File: src/rtl/pipe_stage_elastic_if.sv
// Valid/ready link bundle for pipe_stage_elastic: upstream (in_*) and downstream (out_*) sides.
// slave is the stage's view; master is the surrounding pipeline's view.
interface pipe_stage_elastic_if #(
  parameter int CTRL_W = 10,
  parameter int DATA_W = 32
);
  logic              in_valid;
  logic              in_ready;
  logic [CTRL_W-1:0] in_ctrl;
  logic [DATA_W-1:0] in_data;
  logic              out_valid;
  logic              out_ready;
  logic [CTRL_W-1:0] out_ctrl;
  logic [DATA_W-1:0] out_data;

  modport slave (
    input  in_valid, in_ctrl, in_data, out_ready,
    output in_ready, out_valid, out_ctrl, out_data
  );

  modport master (
    output in_valid, in_ctrl, in_data, out_ready,
    input  in_ready, out_valid, out_ctrl, out_data
  );
endinterface

File: src/rtl/pipe_stage_elastic.sv
// Elastic inter-stage pipeline register: 2-entry skid buffer carrying {ctrl, data},
// with synchronous flush to bubbles and a saturating upstream-stall counter.
module pipe_stage_elastic #(
  parameter int DATA_W = 32,
  parameter int CTRL_W = 10,
  parameter int CNT_W  = 16
) (
  input  logic                 clk,
  input  logic                 rst,
  input  logic                 flush,
  input  logic                 cnt_clr,
  pipe_stage_elastic_if.slave  bus,
  output logic [1:0]           occupancy,
  output logic [CNT_W-1:0]     stall_cnt
);

  // Encoding doubles as the entry count driven on occupancy.
  typedef enum logic [1:0] {
    EMPTY = 2'd0,
    HALF  = 2'd1,
    FULL  = 2'd2
  } state_t;

  localparam logic [CNT_W-1:0] CNT_MAX = {CNT_W{1'b1}};
  localparam logic [CNT_W-1:0] CNT_ONE = {{(CNT_W-1){1'b0}}, 1'b1};

  state_t             state_r, state_s;
  logic [CTRL_W-1:0]  main_ctrl_r, main_ctrl_s;
  logic [DATA_W-1:0]  main_data_r, main_data_s;
  logic [CTRL_W-1:0]  skid_ctrl_r, skid_ctrl_s;
  logic [DATA_W-1:0]  skid_data_r, skid_data_s;
  logic [CNT_W-1:0]   stall_cnt_r;
  logic               in_ready_s;
  logic               out_valid_s;
  logic               in_fire_s;
  logic               out_fire_s;

  // Handshake flags depend on the state register only; out_ready never reaches in_ready.
  always_comb begin
    in_ready_s  = (state_r != FULL);
    out_valid_s = (state_r != EMPTY);
    in_fire_s   = bus.in_valid & in_ready_s;
    out_fire_s  = out_valid_s & bus.out_ready;
  end

  // Next-state and storage update; flush overrides every transition.
  always_comb begin
    state_s     = state_r;
    main_ctrl_s = main_ctrl_r;
    main_data_s = main_data_r;
    skid_ctrl_s = skid_ctrl_r;
    skid_data_s = skid_data_r;
    if (flush) begin
      state_s     = EMPTY;
      main_ctrl_s = '0;
      main_data_s = '0;
      skid_ctrl_s = '0;
      skid_data_s = '0;
    end else begin
      case (state_r)
        EMPTY: begin
          if (in_fire_s) begin
            main_ctrl_s = bus.in_ctrl;
            main_data_s = bus.in_data;
            state_s     = HALF;
          end else begin
            state_s = EMPTY;
          end
        end
        HALF: begin
          if (in_fire_s && !out_fire_s) begin
            skid_ctrl_s = bus.in_ctrl;
            skid_data_s = bus.in_data;
            state_s     = FULL;
          end else if (in_fire_s && out_fire_s) begin
            main_ctrl_s = bus.in_ctrl;
            main_data_s = bus.in_data;
            state_s     = HALF;
          end else if (out_fire_s) begin
            state_s = EMPTY;
          end else begin
            state_s = HALF;
          end
        end
        FULL: begin
          if (out_fire_s) begin
            main_ctrl_s = skid_ctrl_r;
            main_data_s = skid_data_r;
            state_s     = HALF;
          end else begin
            state_s = FULL;
          end
        end
        default: begin
          state_s = EMPTY;
        end
      endcase
    end
  end

  // State and entry storage registers.
  always_ff @(posedge clk or posedge rst) begin
    if (rst) begin
      state_r     <= EMPTY;
      main_ctrl_r <= '0;
      main_data_r <= '0;
      skid_ctrl_r <= '0;
      skid_data_r <= '0;
    end else begin
      state_r     <= state_s;
      main_ctrl_r <= main_ctrl_s;
      main_data_r <= main_data_s;
      skid_ctrl_r <= skid_ctrl_s;
      skid_data_r <= skid_data_s;
    end
  end

  // Saturating count of blocked upstream cycles; clear wins, flush is ignored.
  always_ff @(posedge clk or posedge rst) begin
    if (rst) begin
      stall_cnt_r <= '0;
    end else if (cnt_clr) begin
      stall_cnt_r <= '0;
    end else if (bus.in_valid && !in_ready_s && (stall_cnt_r != CNT_MAX)) begin
      stall_cnt_r <= stall_cnt_r + CNT_ONE;
    end else begin
      stall_cnt_r <= stall_cnt_r;
    end
  end

  assign bus.in_ready  = in_ready_s;
  assign bus.out_valid = out_valid_s;
  assign bus.out_ctrl  = out_valid_s ? main_ctrl_r : {CTRL_W{1'b0}};
  assign bus.out_data  = main_data_r;
  assign occupancy     = state_r;
  assign stall_cnt     = stall_cnt_r;

endmodule
File: src/flat_wrapper.sv
// flat-port wrapper written by rule: the top's interface ports become plain ports
module pipe_stage_elastic_flat 
#(
  parameter int DATA_W = 32,
  parameter int CTRL_W = 10,
  parameter int CNT_W  = 16
)
  (clk, rst, flush, cnt_clr, occupancy, stall_cnt, bus_in_valid, bus_in_ctrl, bus_in_data, bus_out_ready, bus_in_ready, bus_out_valid, bus_out_ctrl, bus_out_data);
  pipe_stage_elastic_if #(.CTRL_W(CTRL_W), .DATA_W(DATA_W)) bus_i ();
  input  logic clk;
  input  logic rst;
  input  logic flush;
  input  logic cnt_clr;
  output logic [1:0] occupancy;
  output logic [CNT_W-1:0] stall_cnt;
  input wire logic [$bits(bus_i.in_valid)-1:0] bus_in_valid;
  input wire logic [$bits(bus_i.in_ctrl)-1:0] bus_in_ctrl;
  input wire logic [$bits(bus_i.in_data)-1:0] bus_in_data;
  input wire logic [$bits(bus_i.out_ready)-1:0] bus_out_ready;
  output wire logic [$bits(bus_i.in_ready)-1:0] bus_in_ready;
  output wire logic [$bits(bus_i.out_valid)-1:0] bus_out_valid;
  output wire logic [$bits(bus_i.out_ctrl)-1:0] bus_out_ctrl;
  output wire logic [$bits(bus_i.out_data)-1:0] bus_out_data;
  assign bus_i.in_valid = bus_in_valid;
  assign bus_i.in_ctrl = bus_in_ctrl;
  assign bus_i.in_data = bus_in_data;
  assign bus_i.out_ready = bus_out_ready;
  assign bus_in_ready = bus_i.in_ready;
  assign bus_out_valid = bus_i.out_valid;
  assign bus_out_ctrl = bus_i.out_ctrl;
  assign bus_out_data = bus_i.out_data;
  pipe_stage_elastic #(.DATA_W(DATA_W), .CTRL_W(CTRL_W), .CNT_W(CNT_W)) u_core (.clk(clk), .rst(rst), .flush(flush), .cnt_clr(cnt_clr), .bus(bus_i), .occupancy(occupancy), .stall_cnt(stall_cnt));
endmodule
File: config.mk
export PLATFORM = sky130hd
export DESIGN_NAME = pipe_stage_elastic_flat
export DESIGN_NICKNAME = d
export VERILOG_FILES = /design/src/rtl/pipe_stage_elastic_if.sv /design/src/rtl/pipe_stage_elastic.sv /design/src/flat_wrapper.sv
export SDC_FILE = /design/constraint.sdc
export NUM_CORES = 1
export LEC_CHECK = 0
export BUFFER_PORTS_ARGS = -buffer_cell sky130_fd_sc_hd__buf_2
export CELL_PAD_IN_SITES_DETAIL_PLACEMENT = 1
export CELL_PAD_IN_SITES_GLOBAL_PLACEMENT = 1
export CORE_MARGIN = 2
export CORE_UTILIZATION = 30
export DETAILED_ROUTE_END_ITERATION = 6
export GPL_TIMING_DRIVEN = 0
export PLACE_DENSITY = 0.65
export SLEW_MARGIN = 10
export SYNTH_ARGS = -nofsm -noshare
export SYNTH_HDL_FRONTEND = slang
export SYNTH_SLANG_ARGS = --single-unit
File: constraint.sdc
create_clock -name clk -period 6.6 [get_ports clk]
set_input_delay 0.66 -clock clk [delete_from_list [all_inputs] [get_ports clk]]
set_output_delay 0.66 -clock clk [all_outputs]
set_load 0.02 [all_outputs]
# After elaboration in Yosys (flattened, before gate mapping)
# Cells that the tools add are included.
dict set report op_classes {
  n_addsub 1
  eq_ne 8
  mux 28
  n_bitwise 2
  reduce_logical 14
}
# cell count
set op_table {}
lappend op_table {{32-bit 2-to-1 mux} 8}
lappend op_table {{32-bit one-hot mux with 3 select lines} 1}
lappend op_table {{10-bit 2-to-1 mux} 9}
lappend op_table {{16-bit 2-to-1 mux} 2}
lappend op_table {{10-bit one-hot mux with 3 select lines} 1}
lappend op_table {{16-bit by 1-bit adder with 16-bit output, second input constant} 1}
lappend op_table {{16-bit inequality test, second input constant} 1}
lappend op_table {{3-bit by 2-bit inequality test with 1-bit output, second input constant} 3}
lappend op_table {{2-bit 2-to-1 mux} 4}
lappend op_table {{2-bit nonzero test} 4}
lappend op_table {{2-bit one-hot mux with 3 select lines} 1}
lappend op_table {{5-bit AND reduction} 1}
lappend op_table {{1-bit logical AND} 4}
lappend op_table {{4-bit nonzero test} 1}
lappend op_table {{3-bit inequality test, second input constant} 1}
lappend op_table {{1-bit bitwise AND} 2}
lappend op_table {{2-bit by 1-bit == test with 1-bit output, second input constant} 1}
lappend op_table {{2-bit == test, second input constant} 1}
lappend op_table {{1-bit zero test} 2}
lappend op_table {{2-bit zero test} 1}
lappend op_table {{1-bit 2-to-1 mux} 2}
lappend op_table {{2-bit inequality test, second input constant} 1}
lappend op_table {{2-bit AND reduction} 1}
dict set report word_totals {
  ff_bits 102
  out_inout_bits 62
  word_cells 59
}

# Longest topological paths before layout
dict set report logic_depth {
  depth_word 7
  mapped_depth 6
  depth_no_buf 5
}

# Worst setup path after synthesis
# Ideal clock, no wire load.
dict set report synth_path {
  path_type {flip-flop to flip-flop}
  startpoint {register u_core.stall_cnt_r[0] (netlist: u_core.stall_cnt[0])}
  endpoint {register u_core.stall_cnt_r[14] (netlist: u_core.stall_cnt[14])}
  arrival_ns 1.936
  setup_slack_ns 4.543
  stages_incl_launch_ff 7
  n_path_buf 1
  period_less_slack_ns 2.057
  path_cell_list {dfrtp_1 > ha_1 > nand3_1 > or3_1 > clkbuf_2 > or4b_1 > o211a_1}
}
dict set report synth_via {
  elab_chain_len 3
  word_cells_on_any_way 6
  cone_classes {add/sub (1); eq/ne (1); mux (2); reduce/logical (2)}
}
# item line
set synth_rtl {}
lappend synth_rtl {{start: declaration} pipe_stage_elastic.sv:32} ;# logic [CNT_W-1:0] stall_cnt_r;
lappend synth_rtl {{start signal: assignment} pipe_stage_elastic.sv:125} ;# stall_cnt_r <= stall_cnt_r + CNT_ONE;
lappend synth_rtl {{start signal: assignment} pipe_stage_elastic.sv:127} ;# stall_cnt_r <= stall_cnt_r;
lappend synth_rtl {{16-bit by 1-bit adder with 16-bit output or 16-bit inequality test (tied branches)} {pipe_stage_elastic.sv:125, pipe_stage_elastic.sv:124}}
lappend synth_rtl {{16-bit 2-to-1 mux or 1-bit logical AND (tied branches)} pipe_stage_elastic.sv:124} ;# end else if (bus.in_valid && !in_ready_s && (stall_cnt_r != CNT_MAX)) begin
lappend synth_rtl {{16-bit 2-to-1 mux or 2-bit nonzero test (tied branches)} --}
# Parallel ways exist; a longest one is shown, timed or not. The select of a mux whose other input is x is not followed.
# A chain may end at the register's enable or synchronous reset.

# Worst setup path in the final report
dict set report layout_path {
  startpoint {register u_core.state_r[1] (netlist: u_core.occupancy[1])}
  endpoint {output port bus_in_ready}
}
dict set report layout_via {
  elab_chain_len 1
}
# item line
set layout_rtl {}
lappend layout_rtl {{start: declaration} pipe_stage_elastic.sv:27} ;# state_t state_r, state_s;
lappend layout_rtl {{start signal: assignment} pipe_stage_elastic.sv:110} ;# state_r <= state_s;
lappend layout_rtl {{2-bit inequality test} pipe_stage_elastic.sv:40} ;# in_ready_s = (state_r != FULL);
lappend layout_rtl {{end: declaration} flat_wrapper.sv:20} ;# output wire logic [$bits(bus_i.in_ready)-1:0] bus_in_ready;
# No other way between the ends.

==> insert_results.sql <==
INSERT INTO impl_metrics (metric_group, metric, value, unit) VALUES
('timing', 'hold-worst-slack', '276', 'ps'),
('synth', 'synth_area', '4860', 'um2'),
('synth', 'synth_flop_cell', 'sky130_fd_sc_hd__dfrtp_1', ''),
('global_route', 'grt_max_degree', '76', ''),
('setup_path', 'worst-path-buf-inv', '4', ''),
('timing', 'finalWorstSetupSlack', '4090', 'ps'),
('die', 'die_h', '131', 'um'),
('power_and_ir_drop', 'peakVddDrop', '117', 'uV'),
('synth', 'synthDominantAreaCellType', 'sky130_fd_sc_hd__dfrtp_1', ''),
('synth', 'share_of_synthesized_registers_carrying_an_async_set_or_reset', '100', '%'),
('setup_path', 'critical_path_cell_count', '5', ''),
('synth', 'yosys.cell_types.count', '38', ''),
('setup_path', 'crit_path_start_kind', 'flip-flop', ''),
('cts', 'cts-root-buf', 'sky130_fd_sc_hd__clkbuf_16', ''),
('finish', 'postLayoutCellArea', '6010', 'um2'),
('timing', 'maxSlewHeadroom', '58.5', '%'),
('timing', 'final_period_minus_worst_setup_slack', '2510', 'ps'),
('placed_design', 'buffer_ports.inserted', '108', ''),
('placed_design', 'gpl.final_weighted_congestion', '0.744', ''),
('timing', 'max_freq', '398', 'MHz'),
('job', 'maxCapViolations', '0', ''),
('timing', 'clock_skew', '8.21', 'ps'),
('finish', 'final_layout_size_suffix_gt1_share', '22.9', '%'),
('power_and_ir_drop', 'total_power', '1.42', 'mW'),
('finish', 'final_stage_net_count', '673', ''),
('global_route', 'wire_length_of_the_first_global_routing_pass', '23400', 'um'),
('synth', 'synth_enable_flop_cells', '0', ''),
('setup_path', 'timing.critical_path.slowest_stage_cell', 'sky130_fd_sc_hd__dfrtp_1', ''),
('setup_path', 'required_time_reported_for_the_critical_path_endpoint', '5940', 'ps'),
('die', 'floorplan.core_area', '15800', 'um2'),
('global_route', 'antenna_violations_before_repair', '2', ''),
('cts', 'clkLatencyLatePin', '350', 'ps'),
('placed_design', 'post_dp_cell_area', '5700', 'um2'),
('cts', 'clock_tree.htree_level_count', '3', ''),
('cts', 'post_cts_resized', '0', ''),
('cts', 'cts_tree', 'done', ''),
('finish', 'most_used_cells_in_the_layout_excluding_fill_and_tap_cells', 'sky130_fd_sc_hd__buf_2, sky130_fd_sc_hd__dfrtp_1, sky130_fd_sc_hd__nand2_1', ''),
('cts', 'cts_sinks', '102', ''),
('setup_path', 'critPathArrivalTime', '1850', 'ps'),
('timing', 'layout_worst_path_cycle_share', '38.1', '%'),
('die', 'chipWidth', '131', 'um'),
('setup_path', 'worst_path_largest_cell_delay', '510', 'ps'),
('synth', 'ys_seq_elements', '102', ''),
('detailed_routing', 'drtIter0Drc', '137', ''),
('synth', 'synth-seq-area-share', '52.6', '%'),
('detailed_routing', 'via_per_inst', '4.91', ''),
('detailed_routing', 'detail_route.first_pass.iterations', '4', ''),
('setup_path', 'cpLargestDelayFamily', 'buffers and inverters', ''),
('timing', 'tightestPinTransition', '620', 'ps'),
('detailed_routing', 'wl_per_cell', '16.8', 'um'),
('status', 'run_status', 'complete, no violations', ''),
('power_and_ir_drop', 'power.static_leakage', '2.69', 'nW'),
('finish', 'syn_to_final_growth', '23.7', '%'),
('finish', 'layout_commonest_cell', 'sky130_fd_sc_hd__buf_2', ''),
('die', 'ios', '110', ''),
('global_route', 'number_of_global_route_vias_before_repair', '4468', ''),
('detailed_routing', 'total_number_of_vias', '4155', ''),
('die', 'floorplan.initialDensity', '30.7', '%'),
('synth', 'synth_largest_type_area_fraction', '52.6', '%'),
('timing', 'rsz0062_at_grt', 'false', ''),
('placed_design', 'dp_worst_setup_slack', '4290', 'ps'),
('die', 'die-area', '17200', 'um2'),
('power_and_ir_drop', 'pwr_density_cell', '237', 'nW/um2'),
('setup_path', 'criticalPathCategory', 'flip-flop to output pin', ''),
('cts', 'clockBufferDepth', '2', ''),
('setup_path', 'type_of_destination_of_the_critical_path', 'output pin', ''),
('cts', 'postCtsSetupBuffers', '0', ''),
('timing', 'aggregate_negative_setup_slack', '0', 'ps'),
('cts', 'clock_transition_time_at_the_flip_flop_clock_pins_of_the_worst_setup_and_hold_paths', '70', 'ps'),
('detailed_routing', 'ant_nets', '0', ''),
('synth', 'synth-warning-count', '0', '');
[area by class of cell]
cell class,count,area [um2]
clock buffers,12,256
plain buffers,40,170
diodes,2,5.00
flip-flops and latches,102,2550
multi-input cells,356,2110
inverters,6,27.5
fillers,1857,9820
well taps,216,270
repair buffers,109,568
clock inverters,4,45.0
[registers in the layout (all words and copies together), names as in the netlist]
name                 cells
u_core.bus.out_data     32
u_core.main_ctrl_r      10
u_core.occupancy         2
u_core.skid_ctrl_r      10
u_core.skid_data_r      32
u_core.stall_cnt        16
[power breakdown]
part	total, mW	leakage (nW)	switching [mW]	internal (mW)
logic	0.205	1.16	0.137	0.0684
clock network	0.541	0.152	0.228	0.313
registers	0.674	1.38	0.0177	0.657
[synthesized netlist by cell type (6+ instances only)]
master / n
sky130_fd_sc_hd__mux2i_1: 44
sky130_fd_sc_hd__clkbuf_1: 25
sky130_fd_sc_hd__nor2_1: 54
sky130_fd_sc_hd__inv_1: 6
sky130_fd_sc_hd__nand2_1: 93
sky130_fd_sc_hd__nand3_1: 7
sky130_fd_sc_hd__nor2b_1: 17
sky130_fd_sc_hd__mux2_2: 7
sky130_fd_sc_hd__buf_2: 9
sky130_fd_sc_hd__a21oi_1: 51
sky130_fd_sc_hd__dfrtp_1: 102
sky130_fd_sc_hd__a211oi_1: 46
[metal layers]
metal | wire (um) | GRT usage, % | vias up
li1 | - | - | 2001
met1 | 6530 | 21.8 | 2063
met2 | 6890 | 28.7 | 81
met3 | 630 | 3.59 | 10
met4 | 152 | 5.07 | 0
met5 | 0 | 0 | -
[cell families after synthesis]
group                    synth area share [%]
AO/OA/AOI/OAI                            14.7
AND/OR/NAND/NOR                          17.8
adder cells (fa/ha/maj)                 0.258
multiplexers                             10.7
flip-flops                               52.6
buffers and inverters                    3.97
[worst paths after layout]
check                                       from                       to  slack (ps)
setup / recovery             u_core.occupancy[1]             bus_in_ready        4090
hold / removal                               rst  u_core.bus.out_data[19]         280
setup reg to reg             u_core.stall_cnt[0]     u_core.stall_cnt[14]        4430
hold reg to reg            u_core.skid_ctrl_r[7]    u_core.skid_ctrl_r[7]         520
max in group asynchronous                    rst   u_core.skid_data_r[31]        5650
min in group clk           u_core.skid_ctrl_r[7]    u_core.skid_ctrl_r[7]         520
[stage by stage]
step | std cells | util (%)
detailed placement | 829 | 36.0
global placement | 828 | 35.8
global route | 845 | 37.9
CTS | 845 | 37.9
floorplan | 504 | -
finish | 847 | 37.9
No activity file was read; power rests on OpenSTA's default activity.
